### src/rtl/wb_arbiter_pkg.sv
// wb_arbiter_pkg
//   Shared widths and defaults for the register-file write-back arbiter.
//   REG_ADDR_W / REG_DATA_W : register address / data widths
//   REG_NUM                 : number of architectural registers
//   WB_REQ_NUM              : default number of write-back requesters
//   WB_ID_W                 : width of a requester index
//   ZERO_WORD               : reset value of a data word
package wb_arbiter_pkg;

  localparam int REG_ADDR_W = 5;
  localparam int REG_DATA_W = 32;
  localparam int REG_NUM    = 32;
  localparam int WB_REQ_NUM = 3;
  localparam int WB_ID_W    = $clog2(WB_REQ_NUM);

  localparam logic [REG_DATA_W-1:0] ZERO_WORD = '0;

endpackage

### src/rtl/wb_arbiter_rr_pick.sv
// rr_pick
//   Purely combinational round-robin picker.
//   i_valid : request vector
//   i_start : index with highest priority this cycle (0..NREQ-1)
//   o_grant : one-hot grant (all zero when nothing is valid)
//   o_idx   : index of the granted requester (0 when nothing is valid)
//   o_any   : at least one requester is valid
module rr_pick
  import wb_arbiter_pkg::*;
#(
  parameter int NREQ = WB_REQ_NUM,
  parameter int ID_W = $clog2(NREQ)
) (
  input  logic [NREQ-1:0] i_valid,
  input  logic [ID_W-1:0] i_start,
  output logic [NREQ-1:0] o_grant,
  output logic [ID_W-1:0] o_idx,
  output logic            o_any
);

  // One extra bit so start+offset can exceed NREQ before the wrap.
  localparam logic [ID_W:0] NREQ_W = (ID_W+1)'(NREQ);

  logic [ID_W:0]   w_pos;
  logic [ID_W-1:0] w_idx;

  always_comb begin
    o_grant = '0;
    o_idx   = '0;
    o_any   = 1'b0;
    w_pos   = '0;
    w_idx   = '0;
    for (int k = 0; k < NREQ; k++) begin
      // Modulo by subtraction: NREQ need not be a power of two.
      w_pos = {1'b0, i_start} + (ID_W+1)'(k);
      if (w_pos >= NREQ_W) begin
        w_pos = w_pos - NREQ_W;
      end
      w_idx = w_pos[ID_W-1:0];
      if (!o_any && i_valid[w_idx]) begin
        o_grant[w_idx] = 1'b1;
        o_idx          = w_idx;
        o_any          = 1'b1;
      end
    end
  end

endmodule

### src/rtl/wb_arbiter.sv
// wb_arbiter
//   Shares the register file's single write port among NREQ write-back
//   sources with a round-robin valid/ready handshake. The winning write is
//   registered one cycle and driven onto rf_we/rf_waddr/rf_wdata. Writes to
//   x0 are consumed but never raise rf_we.
//   i_clk, i_rst_n   : clock, asynchronous active-low reset
//   i_req_valid      : per-requester write request
//   o_req_ready      : per-requester grant (transfer = valid & ready)
//   i_req_addr/data  : packed per-requester address/data, requester i at [i*W +: W]
//   o_rf_we/waddr/wdata : registered register-file write port
//   o_grant_id       : requester whose write is currently on o_rf_*
module wb_arbiter
  import wb_arbiter_pkg::*;
#(
  parameter int  NREQ   = WB_REQ_NUM,
  parameter int  ADDR_W = REG_ADDR_W,
  parameter int  DATA_W = REG_DATA_W,
  localparam int ID_W   = $clog2(NREQ)
) (
  input  logic                     i_clk,
  input  logic                     i_rst_n,
  input  logic [NREQ-1:0]          i_req_valid,
  output logic [NREQ-1:0]          o_req_ready,
  input  logic [NREQ*ADDR_W-1:0]   i_req_addr,
  input  logic [NREQ*DATA_W-1:0]   i_req_data,
  output logic                     o_rf_we,
  output logic [ADDR_W-1:0]        o_rf_waddr,
  output logic [DATA_W-1:0]        o_rf_wdata,
  output logic [ID_W-1:0]          o_grant_id
);

  logic [ID_W-1:0]   r_rr_ptr;
  logic              r_rf_we;
  logic [ADDR_W-1:0] r_rf_waddr;
  logic [DATA_W-1:0] r_rf_wdata;
  logic [ID_W-1:0]   r_grant_id;

  logic [NREQ-1:0]   w_grant;
  logic [ID_W-1:0]   w_gidx;
  logic              w_any;
  logic              w_last;
  logic [ADDR_W-1:0] w_addr;
  logic [DATA_W-1:0] w_data;

  rr_pick #(
    .NREQ (NREQ),
    .ID_W (ID_W)
  ) u_rr_pick (
    .i_valid (i_req_valid),
    .i_start (r_rr_ptr),
    .o_grant (w_grant),
    .o_idx   (w_gidx),
    .o_any   (w_any)
  );

  // Nothing may be handed off while reset is held; pending requests are
  // simply not acknowledged and get reissued after release.
  assign o_req_ready = i_rst_n ? w_grant : '0;

  assign w_last = (w_gidx == ID_W'(NREQ-1));
  assign w_addr = i_req_addr[w_gidx*ADDR_W +: ADDR_W];
  assign w_data = i_req_data[w_gidx*DATA_W +: DATA_W];

  always_ff @(posedge i_clk or negedge i_rst_n) begin
    if (!i_rst_n) begin
      r_rr_ptr   <= '0;
      r_rf_we    <= 1'b0;
      r_rf_waddr <= '0;
      r_rf_wdata <= ZERO_WORD[DATA_W-1:0];
      r_grant_id <= '0;
    end else if (w_any) begin
      r_rr_ptr   <= w_last ? '0 : w_gidx + 1'b1;
      // x0 is granted and consumed but never written.
      r_rf_we    <= (w_addr != '0);
      r_rf_waddr <= w_addr;
      r_rf_wdata <= w_data;
      r_grant_id <= w_gidx;
    end else begin
      r_rf_we    <= 1'b0;
    end
  end

  assign o_rf_we    = r_rf_we;
  assign o_rf_waddr = r_rf_waddr;
  assign o_rf_wdata = r_rf_wdata;
  assign o_grant_id = r_grant_id;

endmodule

### config.mk
export PLATFORM = sky130hd
export DESIGN_NAME = wb_arbiter
export DESIGN_NICKNAME = d
export VERILOG_FILES = /design/src/rtl/wb_arbiter_pkg.sv /design/src/rtl/wb_arbiter_rr_pick.sv /design/src/rtl/wb_arbiter.sv
export SDC_FILE = /design/constraint.sdc
export NUM_CORES = 1
export LEC_CHECK = 0
export ABC_AREA = 1
export CORE_UTILIZATION = 37
export DETAILED_ROUTE_END_ITERATION = 6
export GPL_TIMING_DRIVEN = 0
export MAX_ROUTING_LAYER = met4
export PLACE_DENSITY_LB_ADDON = 0.3
export SYNTH_ARGS = -nofsm -noshare
export SYNTH_HDL_FRONTEND = slang
export SYNTH_HIERARCHICAL = 1
export SYNTH_SLANG_ARGS = --single-unit
### constraint.sdc
create_clock -name i_clk -period 2.88 [get_ports i_clk]
set_clock_uncertainty 0.1 [all_clocks]
set_input_delay 0.432 -clock i_clk [delete_from_list [all_inputs] [get_ports i_clk]]
set_output_delay 0.432 -clock i_clk [all_outputs]
set_load 0.02 [all_outputs]
Yosys cells after proc, flatten, opt, wreduce, memory -nomap -nowiden
Index checks and enable logic that the tools add are counted.

$add $sub $neg: 6. Multiply operators: 1. Order comparisons: 9. Equal/unequal tests: 1. Shift operators: 2. Muxes and demuxes: 27. Bitwise logic cells: 2. Reductions and logical operators: 8.

Operator list (number): 96-bit by 8-bit variable part select with 32-bit output (1); 15-bit by 6-bit variable part select with 5-bit output (1); 2-bit two-way mux (7); 3-bit two-way mux (4); 1-bit two-way mux (10); 2-bit by 3-bit less-than comparator with 1-bit output, second input constant (3); 1-bit binary-select mux with 2-bit select (3); 1-bit demux with 2-bit select (3); 2-bit by 1-bit greater-or-equal comparator with 1-bit output, second input constant (3); 3-bit by 2-bit greater-or-equal comparator with 1-bit output, second input constant (2); 3-bit OR (2); 2-bit subtractor, second input constant (3); 1-bit logical AND (5); 2-bit by 3-bit multiplier with 5-bit output, second input constant (1); 5-bit nonzero test (1); 2-bit by 1-bit adder with 3-bit output, second input constant (1); 2-bit by 2-bit adder with 3-bit output, second input constant (1); 2-bit by 1-bit adder with 2-bit output, second input constant (1); 2-bit == test, second input constant (1); 2-bit greater-or-equal comparator, second input constant (1); 1-bit logical NOT (2).

Register bits after elaboration: 42. Input port bits: 116. Output and inout bits: 43. Word-level logic and storage cells: 61.

Depth between registers and ports, before layout
Gate-level depths: netlist of the first run.

Depth in word-level cells: 15. Mapped depth: 20. Mapped depth without buffers: 19.

By module
Netlist of the first run, hierarchy kept.

By module, submodules not included: wb_arbiter (times used 1, cells an instance 271, area each 2164.6 µm²); rr_pick (times used 1, cells an instance 64, area each 332.8 µm²).

Worst setup path after synthesis of the first run
Ideal clock, no wire load.

Path type: reg-to-reg. Start point: register r_rr_ptr[0]. End point: register r_rf_wdata[10], in the netlist o_rf_wdata[10]. Library setup time: 82 ps. Arrival time: 2078 ps. Data required time: 2698 ps. Setup slack: 620 ps. Cell stages (with the launch flop): 16. Path buffers: 2. Period minus slack after synthesis: 2260 ps. Cell sequence: dfrtp_1 inv_1 ha_1 inv_2 nand2_2 nand3_1 nand2_1 nand2_2 inv_2 nand3_1 nand2_1 buf_6 nor2_2 buf_6 a22oi_1 a31oi_1.

Cells in the longest elaborated chain, start to end: 12.

Ends and longest elaborated chain: from (decl) (line wb_arbiter.sv:32) `logic [ID_W-1:0] r_rr_ptr;`; from (signal assigned) (line wb_arbiter.sv:72) `r_rr_ptr <= w_last ? '0 : w_gidx + 1'b1;`; branches (longest 10 deep; another with 2-bit by 1-bit adder with 3-bit output); 2-bit two-way mux * (line wb_arbiter_rr_pick.sv:40) `if (!o_any && i_valid[w_idx]) begin`; net w_gidx[1] (line wb_arbiter.sv:39) `logic [ID_W-1:0] w_gidx;`; 96-bit by 8-bit variable part select with 32-bit output * (line wb_arbiter.sv:62) `assign w_data = i_req_data[w_gidx*DATA_W +: DATA_W];`; to (signal assigned) (line wb_arbiter.sv:69) `r_rf_wdata <= ZERO_WORD[DATA_W-1:0];`; to (signal assigned) (line wb_arbiter.sv:76) `r_rf_wdata <= w_data;`; to (decl) (line wb_arbiter.sv:35) `logic [DATA_W-1:0] r_rf_wdata;`.

Mark *: on every way through the listed nets, which the timed path passes. The select of a mux whose other input is x is not followed. A chain may end at the register's enable or synchronous reset.

Worst setup path after layout of the first run
Start point: register r_rr_ptr[0]. End point: output port o_req_ready[2].

Cells in the longest elaborated chain, start to end: 12.

Ends and longest elaborated chain: 2-bit by 1-bit adder with 3-bit output (tied with other cells) (line wb_arbiter_rr_pick.sv:35) `w_pos = {1'b0, i_start} + (ID_W+1)'(k);`; 3-bit by 2-bit greater-or-equal comparator with 1-bit output (tied with other cells) (line wb_arbiter_rr_pick.sv:36) `if (w_pos >= NREQ_W) begin`; 2-bit two-way mux (tied with other cells) (line wb_arbiter_rr_pick.sv:36); 2-bit by 3-bit less-than comparator with 1-bit output (not written as such) (tied with other cells) (line wb_arbiter_rr_pick.sv:41) `o_grant[w_idx] = 1'b1;`; 1-bit logical AND (not written as such) (tied with other cells) (line wb_arbiter_rr_pick.sv:41); 1-bit two-way mux (not written as such) (tied with other cells) (line wb_arbiter_rr_pick.sv:41); 1-bit demux with 2-bit select (tied with other cells); 3-bit OR (no line) / 1-bit two-way mux (equally long branches); 3-bit two-way mux / 1-bit logical NOT (equally long branches) (line wb_arbiter_rr_pick.sv:40); 3-bit OR (no line) / 1-bit logical AND (equally long branches); 3-bit two-way mux * (line wb_arbiter_rr_pick.sv:40); net w_grant[2] (line wb_arbiter.sv:38) `logic [NREQ-1:0] w_grant;`; 3-bit two-way mux * (line wb_arbiter.sv:58) `assign o_req_ready = i_rst_n ? w_grant : '0;`; to (decl) (line wb_arbiter.sv:23) `output logic [NREQ-1:0] o_req_ready,`.

Mark *: on every way through the listed nets, which the timed path passes. The rest lies on a longest branch. The select of a mux whose other input is x is not followed.

==> impl_metrics.toml, run 1 <==
[status]
status = "finished, violations left"
violations = "design-rule violations"

[logic_synthesis]
yosysTopAreaCell = "dfrtp_1"
synth_nets = 455
synth_cell_types = 23
netlist_instances = 335
synth_top_area_share = 0.421
async_flop_share = 1.00
ys_seq_area_frac = 0.421
avgSynthCellArea_um2 = 7.45
synth_common_cells = "95 x nand2_1, 42 x dfrtp_1, 39 x nor2_1"
synth_warnings = 6
synth_edf_count = 0
post_synth_instance_area_um2 = 2500
ys.flop_type = "dfrtp_1"
ys_seq_elements = 42
synth_area_leaders = "dfrtp_1 42%, nand2_1 14%, a22oi_1 6.9%"
synth_most_common_cell = "nand2_1"

[placement]
place_hpwl_um = 6650
pre_cts_ws_ns = 0.0195
numPortBuffers = 158
place_area_um2 = 4190
dp_cells = 571
gp_congestion = 0.859

[setup_path]
critPathSlowestCell = "dfrtp_1"
crit_start = "r_rr_ptr[0]"
critPathLaunchType = "flip-flop"
critPathKind = "flip-flop to output pin"
worstPathBufferInverterCount = 5
endpoint_kind = "output pin"
worstPathCellList = "inv_1 > ha_2 > inv_2 > nand2_2 > nand3_1 > nand2_1 > nand2_2 > inv_2 > nand3_1 > nand2_1 > nand2_1 > inv_1 > dlygate4sd2_1"
rr_startpoint = "r_rr_ptr[0]"
cp.arrival_ns = 2.17
cp_common_cell = "nand2_1"
path_max_fanout = 7
slowest_delay_ns = 0.40
crit_required_ns = 2.35
critPathTopFamily = "buffers and inverters"

[detailed_routing]
drt_iter0_drc = 135
drc = 14
ant_nets = 0
wirelength_um = 8490
routed_via_density = 5.12
wl_per_cell_um = 14.6
vias = 2971
drtPass1Iterations = 6

[cells_and_area]
nets = 622
finalNonFillerCells = 580
drive_gt1_frac = 0.0716
area_growth_pct = 72.0
antenna-diode-count = 0
postLayoutCellArea_um2 = 4300

[power_and_ir_drop]
vdd_drop_max_mv = 0.652
power_leakage_nw = 1.87
power_density_nw_per_um2 = 1330

[grt]
grt_use_total = 0.251
grt_use_met2 = 0.421
grt_start_max_net_pins = 33
antenna_found_initial = 0
gr-max-usage-layer = "met2"
grt_use_met3 = 0.0433
overflow = 0
grt_pass1_vias = 2936
grt_pass1_wl_um = 13700
grtUsageMet1 = 0.305

[clock_tree]
cts_sinks = 42
cts_tree = "built"
clock_path_buffers = 2
cts_made_buffers = 5
cts_setup_buffers = 0
clk_pin_slew_worst_paths_ns = 0.08
clock_latency_ns = 0.30
cts-root-buf = "clkbuf_8"
cts.htree.levels = 2

[sta]
min_period_ns = 2.70
fmax_mhz = 370
setup_slack_ns = 0.180
hold_violations = 0
slew_violations = 0
worst-slew-pin-transition_ns = 0.504
holdWs_ns = 0.393
setup_violations = 0
fin_crit_sh = 0.938
rsz0062_at_grt = "false"
max_slew_margin = 0.664

[min_path]
hold_class = "flip-flop to flip-flop"
hold_start = "o_rf_waddr[0]"

[floorplanning]
fp.dieW_um = 84.2
rows = 29
ios = 159
start_util = 0.389
core_region_area_um2 = 6420
die_height_um = 84.2
die-area_um2 = 7080

[run]
maxCapViolCount = 0
routing by layer:
metal / vias up / wire length [um]
met5: - / 0
met4: 0 / 270
met3: 22 / 455
met2: 105 / 4290
met1: 1398 / 3470
li1: 1446 / -
flip-flops by register name, summed over array words and instances, names as in the netlist:
name        flops
r_rr_ptr        2
o_rf_we         1
o_rf_waddr      5
o_rf_wdata     32
o_grant_id      2
where the power goes:
group / total [mW] / leakage (nW) / internal [mW] / switching, mW
combinational: 4.18 / 1.32 / 1.71 / 2.47
clock: 0.404 / 0.0472 / 0.193 / 0.211
sequential: 1.12 / 0.503 / 0.950 / 0.167
per-stage QoR:
step	TNS [ns]	total power, mW	util
6_report	0	5.70	0.669
5_1_grt	0	6.17	0.669
4_1_cts	0	5.73	0.669
3_5_place_dp	0	5.32	0.652
3_3_place_gp	-2.62	5.19	0.650
2_1_floorplan	0	3.81	-
cell usage in the layout, fill, tap and decap left out, drive strengths merged, types with 3 or more instances in the layout:
cell type,n
nand2,99
clkbuf,15
a22oi,23
buf,13
clkdlybuf4s50,154
a21oi,15
nor2,42
o21ai,16
nand3,19
inv,27
ha,4
a31oi,26
dlygate4sd2,3
dfrtp,42
layout make-up:
type,instances,area [um^2]
Tap cell,77,96.3
Clock buffer,6,82.6
Fill cell,579,2130
Inverter,27,101
Clock inverter,2,12.5
Buffer,20,120
Sequential cell,42,1050
Timing Repair Buffer,160,1600
Multi-Input combinational cell,246,1230
worst register-to-register path: stages (launching register included):
cell and delay (ns):
dfrtp_1 0.42, inv_1 0.09, ha_2 0.32, inv_2 0.13, nand2_2 0.05, nand3_1 0.06, nand2_1 0.06, nand2_2 0.08
inv_2 0.04, nand3_1 0.08, nand2_1 0.12, buf_6 0.17, nor2_2 0.36, buf_6 0.21, a22oi_1 0.12, a31oi_1 0.15
final timing paths:
check	endpoint	slack [ns]	cells after the start
hold reg to reg	o_rf_waddr[0]	0.39	2
setup / recovery	o_req_ready[2]	0.18	13
hold / removal	o_rf_waddr[0]	0.39	2
min in group asynchronous	o_rf_wdata[4]	0.46	2
max in group asynchronous	o_rf_wdata[6]	1.74	3
setup reg to reg	o_rf_wdata[10]	0.23	15
logic make-up after synthesis:
group | synth area share
adder cells (fa/ha/maj) | 0.0200
AO/OA/AOI/OAI | 0.205
buffers and inverters | 0.0887
flip-flops | 0.421
AND/OR/NAND/NOR | 0.266
timing repair:
item | CTS | global route
gates resized for setup | 5 | 0
endpoints found under the setup margin | 3 | 0
hold buffers | 1 | 0
endpoints found under the hold margin | 13 | 0
Note: power is estimated with default switching activity, not from simulation.
==> inputs of run 2 (changes only) <==
--- a/config.mk
+++ b/config.mk
@@ -6,6 +6,7 @@
 export NUM_CORES = 1
 export LEC_CHECK = 0
 export ABC_AREA = 1
+export CORE_MARGIN = 10
 export CORE_UTILIZATION = 37
 export DETAILED_ROUTE_END_ITERATION = 6
 export GPL_TIMING_DRIVEN = 0
==> impl_metrics.toml, run 2 (same netlist as run 1, synthesis figures left out) <==
[setup_path]
slowest_delay_ns = 0.41
critPathKind = "flip-flop to output pin"
critPathSlowestCell = "dfrtp_1"
reg2reg_to = "o_rf_we"
crit_required_ns = 2.35
worstPathBufferInverterCount = 5
endpoint = "o_req_ready[0]"
cp_common_cell = "nand2_1"
endpoint_kind = "output pin"
worstPathCellList = "inv_1 > ha_2 > inv_2 > nand2_2 > nand3_1 > nand2_1 > nand2_2 > inv_2 > nand3_1 > nand2_1 > nand2_1 > inv_1 > clkdlybuf4s15_1"
rr_startpoint = "r_rr_ptr[0]"
crit_start = "r_rr_ptr[0]"
critPathTopFamily = "buffers and inverters"
r2r_slack_ns = 0.26
critPathLaunchType = "flip-flop"
path_depth = 13
path_max_fanout = 7
cp.arrival_ns = 2.10
rr_worst_depth = 18

[grt]
grt_start_max_net_pins = 24
grt_pass1_wl_um = 15000
antenna_found_initial = 0
grt_use_total = 0.187
overflow = 0
grt_pass1_vias = 3056

[floorplanning]
rows = 29
die-area_um2 = 10400
ios = 159
start_util = 0.387
core_region_area_um2 = 6460
fp.dieW_um = 102
die_height_um = 102

[power_and_ir_drop]
vdd_drop_max_mv = 0.670
finalPower_mw = 5.81
seqPwrFrac = 0.192
switching_share = 0.490
power_density_nw_per_um2 = 1340
p_int_mw = 2.96
pwr-share-comb = 0.726
p_sw_mw = 2.85
pwr-share-clk = 0.082
power_leakage_nw = 1.88

[cells_and_area]
layout_commonest_cell = "clkdlybuf4s50_1"
fillers = 562
postLayoutCoreUtil = 0.668
nets = 621
largest_reg_flops = 32
area_growth_pct = 72.8
antenna-diode-count = 0
final_cell_mix = "154 x clkdlybuf4s50_1, 94 x nand2_1, 42 x dfrtp_1, 39 x nor2_1, 26 x a31oi_1"
drive_gt1_frac = 0.0758

[detailed_routing]
vias = 2864
drc = 0
drt_iter0_drc = 132
wirelength_um = 9760
wl_per_cell_um = 16.9
ant_nets = 0
routed_via_density = 4.96
drtPass1Iterations = 4

[sta]
worst-slew-pin-transition_ns = 0.562
min_period_ns = 2.63
max_slew_margin = 0.626
hold_violations = 0
rsz0062_at_grt = "false"
setup_violations = 0
setup_slack_ns = 0.245
fmax_mhz = 380
fin_crit_sh = 0.915
slew_violations = 0

[clock_tree]
cts-root-buf = "clkbuf_8"
clock_path_buffers = 2
cts_made_buffers = 5
cts_setup_buffers = 0
cts_tree = "built"
cts.htree.levels = 2
cts_sinks = 42
clk_pin_slew_worst_paths_ns = 0.08
clock_latency_ns = 0.28

[run]
maxCapViolCount = 0

[placement]
place_hpwl_um = 8100
gp_congestion = 0.924
numPortBuffers = 158
pre_cts_ws_ns = 0.00283

[status]
status = "complete, no violations"

[min_path]
hold_class = "primary input to asynchronous set/reset pin"
[run 2: layout make-up]
type	instances	area, um^2	area share
timing repair buffer	159	1590	0.369
multi-input combinational	246	1230	0.286
sequential	42	1050	0.243
buffer	20	126	0.0293
inverter	27	101	0.0235
tap	77	96.3	0.0223
clock buffer	6	82.6	0.0191
clock inverter	1	30.0	0.00696
[run 2: timing repair]
item,4_1_cts,5_1_grt
endpoints found under the hold margin,0,0
setup endpoints to repair,3,10
cloned,0,0
gates resized for setup,4,12
hold buffers,0,0
[run 2: power groups by stage]
stage | Sequential [mW] | Clock [mW] | Combinational (mW)
finish | 1.11 | 0.477 | 4.22
detailed placement | 1.12 | 0 | 4.23
global placement | 1.11 | 0 | 4.11
floorplan | 1.46 | 0 | 2.36
global route | 1.15 | 0.508 | 4.68
CTS | 1.11 | 0.488 | 4.23
[run 2: layer usage]
layer / share of wire / global-route usage / up-vias
li1: - / - / 1442
met1: 0.39 / 0.199 / 1327
met2: 0.54 / 0.337 / 87
met3: 0.056 / 0.0472 / 8
met4: 0.014 / 0.0499 / 0
met5: 0 / - / -
[run 2: worst min path at each step]
stage / startpoint / to / slack, ns / cells past startpoint
detailed placement: i_rst_n / o_rf_wdata[0] / 0.36 / 1
CTS: i_rst_n / o_rf_wdata[0] / 0.03 / 1
global route: i_rst_n / o_rf_wdata[0] / 0.05 / 1
finish: i_rst_n / o_rf_wdata[0] / 0.03 / 1
global placement: o_rf_wdata[11] / o_rf_wdata[11] / 0.37 / 2
floorplan: i_rst_n / o_grant_id[0] / 0.04 / 0
[run 2: metrics by stage]
| stage | cells | hold WS [ns] | area [um^2] | TNS (ns) |
|---|---|---|---|---|
| finish | 578 | 0.0255 | 4320 | 0 |
| global route | 578 | 0.0463 | 4320 | 0 |
| CTS | 578 | 0.0334 | 4310 | 0 |
| detailed placement | 571 | 0.357 | 4200 | 0 |
| global placement | 570 | 0.368 | 4180 | -2.59 |
| floorplan | 335 | 0.0364 | 2500 | 0 |
==> inputs of run 3 (changes only) <==
--- a/config.mk
+++ b/config.mk
@@ -7,8 +7,9 @@
 export LEC_CHECK = 0
 export ABC_AREA = 1
 export CORE_MARGIN = 10
-export CORE_UTILIZATION = 37
+export CORE_UTILIZATION = 41
 export DETAILED_ROUTE_END_ITERATION = 6
+export DONT_BUFFER_PORTS = 1
 export GPL_TIMING_DRIVEN = 0
 export MAX_ROUTING_LAYER = met4
 export PLACE_DENSITY_LB_ADDON = 0.3
==> impl_metrics.toml, run 3 (same netlist as run 1, synthesis figures left out) <==
[min_path]
min_delay_path_depth = 2
min_to = "o_rf_wdata[21]"
hold_start = "i_req_data[85]"
hold_class = "primary input to flip-flop"

[placement]
gp_congestion = 0.778
numPortBuffers = 0
dp_cells = 410
place_hpwl_um = 6690

[floorplanning]
core_region_area_um2 = 5920
die-area_um2 = 9610
start_util = 0.422
die_height_um = 98.0
rows = 28
fp.dieW_um = 98.0
ios = 159

[clock_tree]
clock_latency_ns = 0.29
cts_sinks = 42
cts.htree.levels = 2
clk_pin_slew_worst_paths_ns = 0.09
clock_path_buffers = 2
cts-root-buf = "clkbuf_8"
cts_tree = "built"
cts_made_buffers = 5

[setup_path]
critPathKind = "flip-flop to flip-flop"
path_max_fanout = 7
reg2reg_to = "o_rf_we"
cp.arrival_ns = 2.76
crit_required_ns = 2.96
r2r_slack_ns = 0.19
rr_startpoint = "r_rr_ptr[0]"
critPathLaunchType = "flip-flop"
endpoint_kind = "flip-flop"
rr_worst_depth = 17

[sta]
hold_violations = 0
worst-slew-pin-transition_ns = 0.531
fin_crit_sh = 0.933
max_slew_margin = 0.646
fmax_mhz = 372
min_period_ns = 2.69
setup_violations = 0
slew_violations = 0
holdWs_ns = 0.176
tns_ns = 0
rsz0062_at_grt = "false"

[grt]
grt_pass1_wl_um = 13100
overflow = 0
grt_pass1_vias = 2403
grt_use_total = 0.172
antenna_found_initial = 0
grt_start_max_net_pins = 43

[cells_and_area]
postLayoutCoreUtil = 0.464
drive_gt1_frac = 0.101
finalNonFillerCells = 420
final_cell_mix = "94 x nand2_1, 42 x dfrtp_1, 39 x nor2_1, 26 x a31oi_1"
area_growth_pct = 9.92
layout_commonest_cell = "nand2_1"
largest_reg_flops = 32
nets = 464
antenna-diode-count = 0

[detailed_routing]
drt_iter0_drc = 101
wirelength_um = 8580
ant_nets = 0
vias = 2352
wl_per_cell_um = 20.4
drtPass1Iterations = 4
drc = 0
routed_via_density = 5.60

[power_and_ir_drop]
seqPwrFrac = 0.303
p_sw_mw = 2.79
switching_share = 0.545
p_int_mw = 2.32
pwr-share-comb = 0.605
vdd_drop_max_mv = 0.851
power_density_nw_per_um2 = 1860
pwr-share-clk = 0.092
power_leakage_nw = 1.26

[status]
status = "complete, no violations"

[run]
maxCapViolCount = 0
[run 3: cell types whose count changed in the layout (fill, tap and decap cells not counted), sizes merged]
cell and change:
dlygate4sd3 +1, buf -2, clkbuf -2, clkdlybuf4s50 -154, clkinv +2, clkdlybuf4s15 -1
[run 3: what timing repair did]
item,CTS,global route
gates resized for setup,0,5
hold buffers,2,0
setup endpoints to repair,0,35
buffers inserted,0,0
hold endpoints to repair,42,0
[run 3: worst max-delay path by stage]
stage,startpoint,to,slack [ns],cells past startpoint
after global placement,r_rr_ptr[0],o_rf_wdata[20],0.15,15
after CTS,r_rr_ptr[0],o_rf_wdata[6],0.09,15
final,r_rr_ptr[0],o_rf_we,0.19,17
after detailed placement,r_rr_ptr[0],o_rf_wdata[16],0.11,15
after global routing,r_rr_ptr[0],o_rf_we,0.0009,17
after floorplan,r_rr_ptr[0],o_rf_wdata[10],0.62,15
[run 3: power by group through the flow]
stage	clock network [mW]	logic, mW	registers [mW]
detailed placement	0	3.07	1.57
global route	0.498	3.50	1.59
CTS	0.471	3.08	1.56
global placement	0	2.97	1.56
floorplan	0	2.36	1.46
finish	0.471	3.09	1.55
[run 3: worst max-delay path, cell delays in order (launching register included)]
cell and delay (ns):
dfrtp_1 0.41, inv_1 0.08, ha_2 0.40, inv_2 0.09
nand2_2 0.06, nand3_1 0.06, nand2_1 0.08, nand2_2 0.07
inv_2 0.07, nand3_1 0.08, nand2_1 0.18, inv_1 0.17
nand2_1 0.23, nor2_1 0.06, nor2_1 0.18, nand3_1 0.11
nor2_1 0.11, nor2_1 0.05
[run 3: cell type report]
class | instances | area [um^2]
plain buffers | 20 | 125
clock buffers | 5 | 68.8
clock inverters | 3 | 40.0
fillers | 632 | 3180
inverters | 27 | 101
multi-input cells | 246 | 1230
flip-flops and latches | 42 | 1050
well taps | 75 | 93.8
repair buffers | 2 | 30.0
[run 3: per-stage QoR]
step	instance area (um^2)	setup WS, ns	power, mW
after CTS	2730	0.0857	5.11
after floorplan	2500	0.620	3.81
after detailed placement	2590	0.111	4.64
after global placement	2590	0.153	4.53
after global routing	2750	0.000854	5.58
final	2750	0.194	5.11
[run 3: per-layer routing]
metal,wire (um),part of all wire,track usage,vias up
li1,-,-,-,1131
met2,4270,0.50,0.280,97
met3,556,0.065,0.0458,14
met4,150,0.017,0.0559,0
met1,3600,0.42,0.200,1110
met5,0,0,-,-
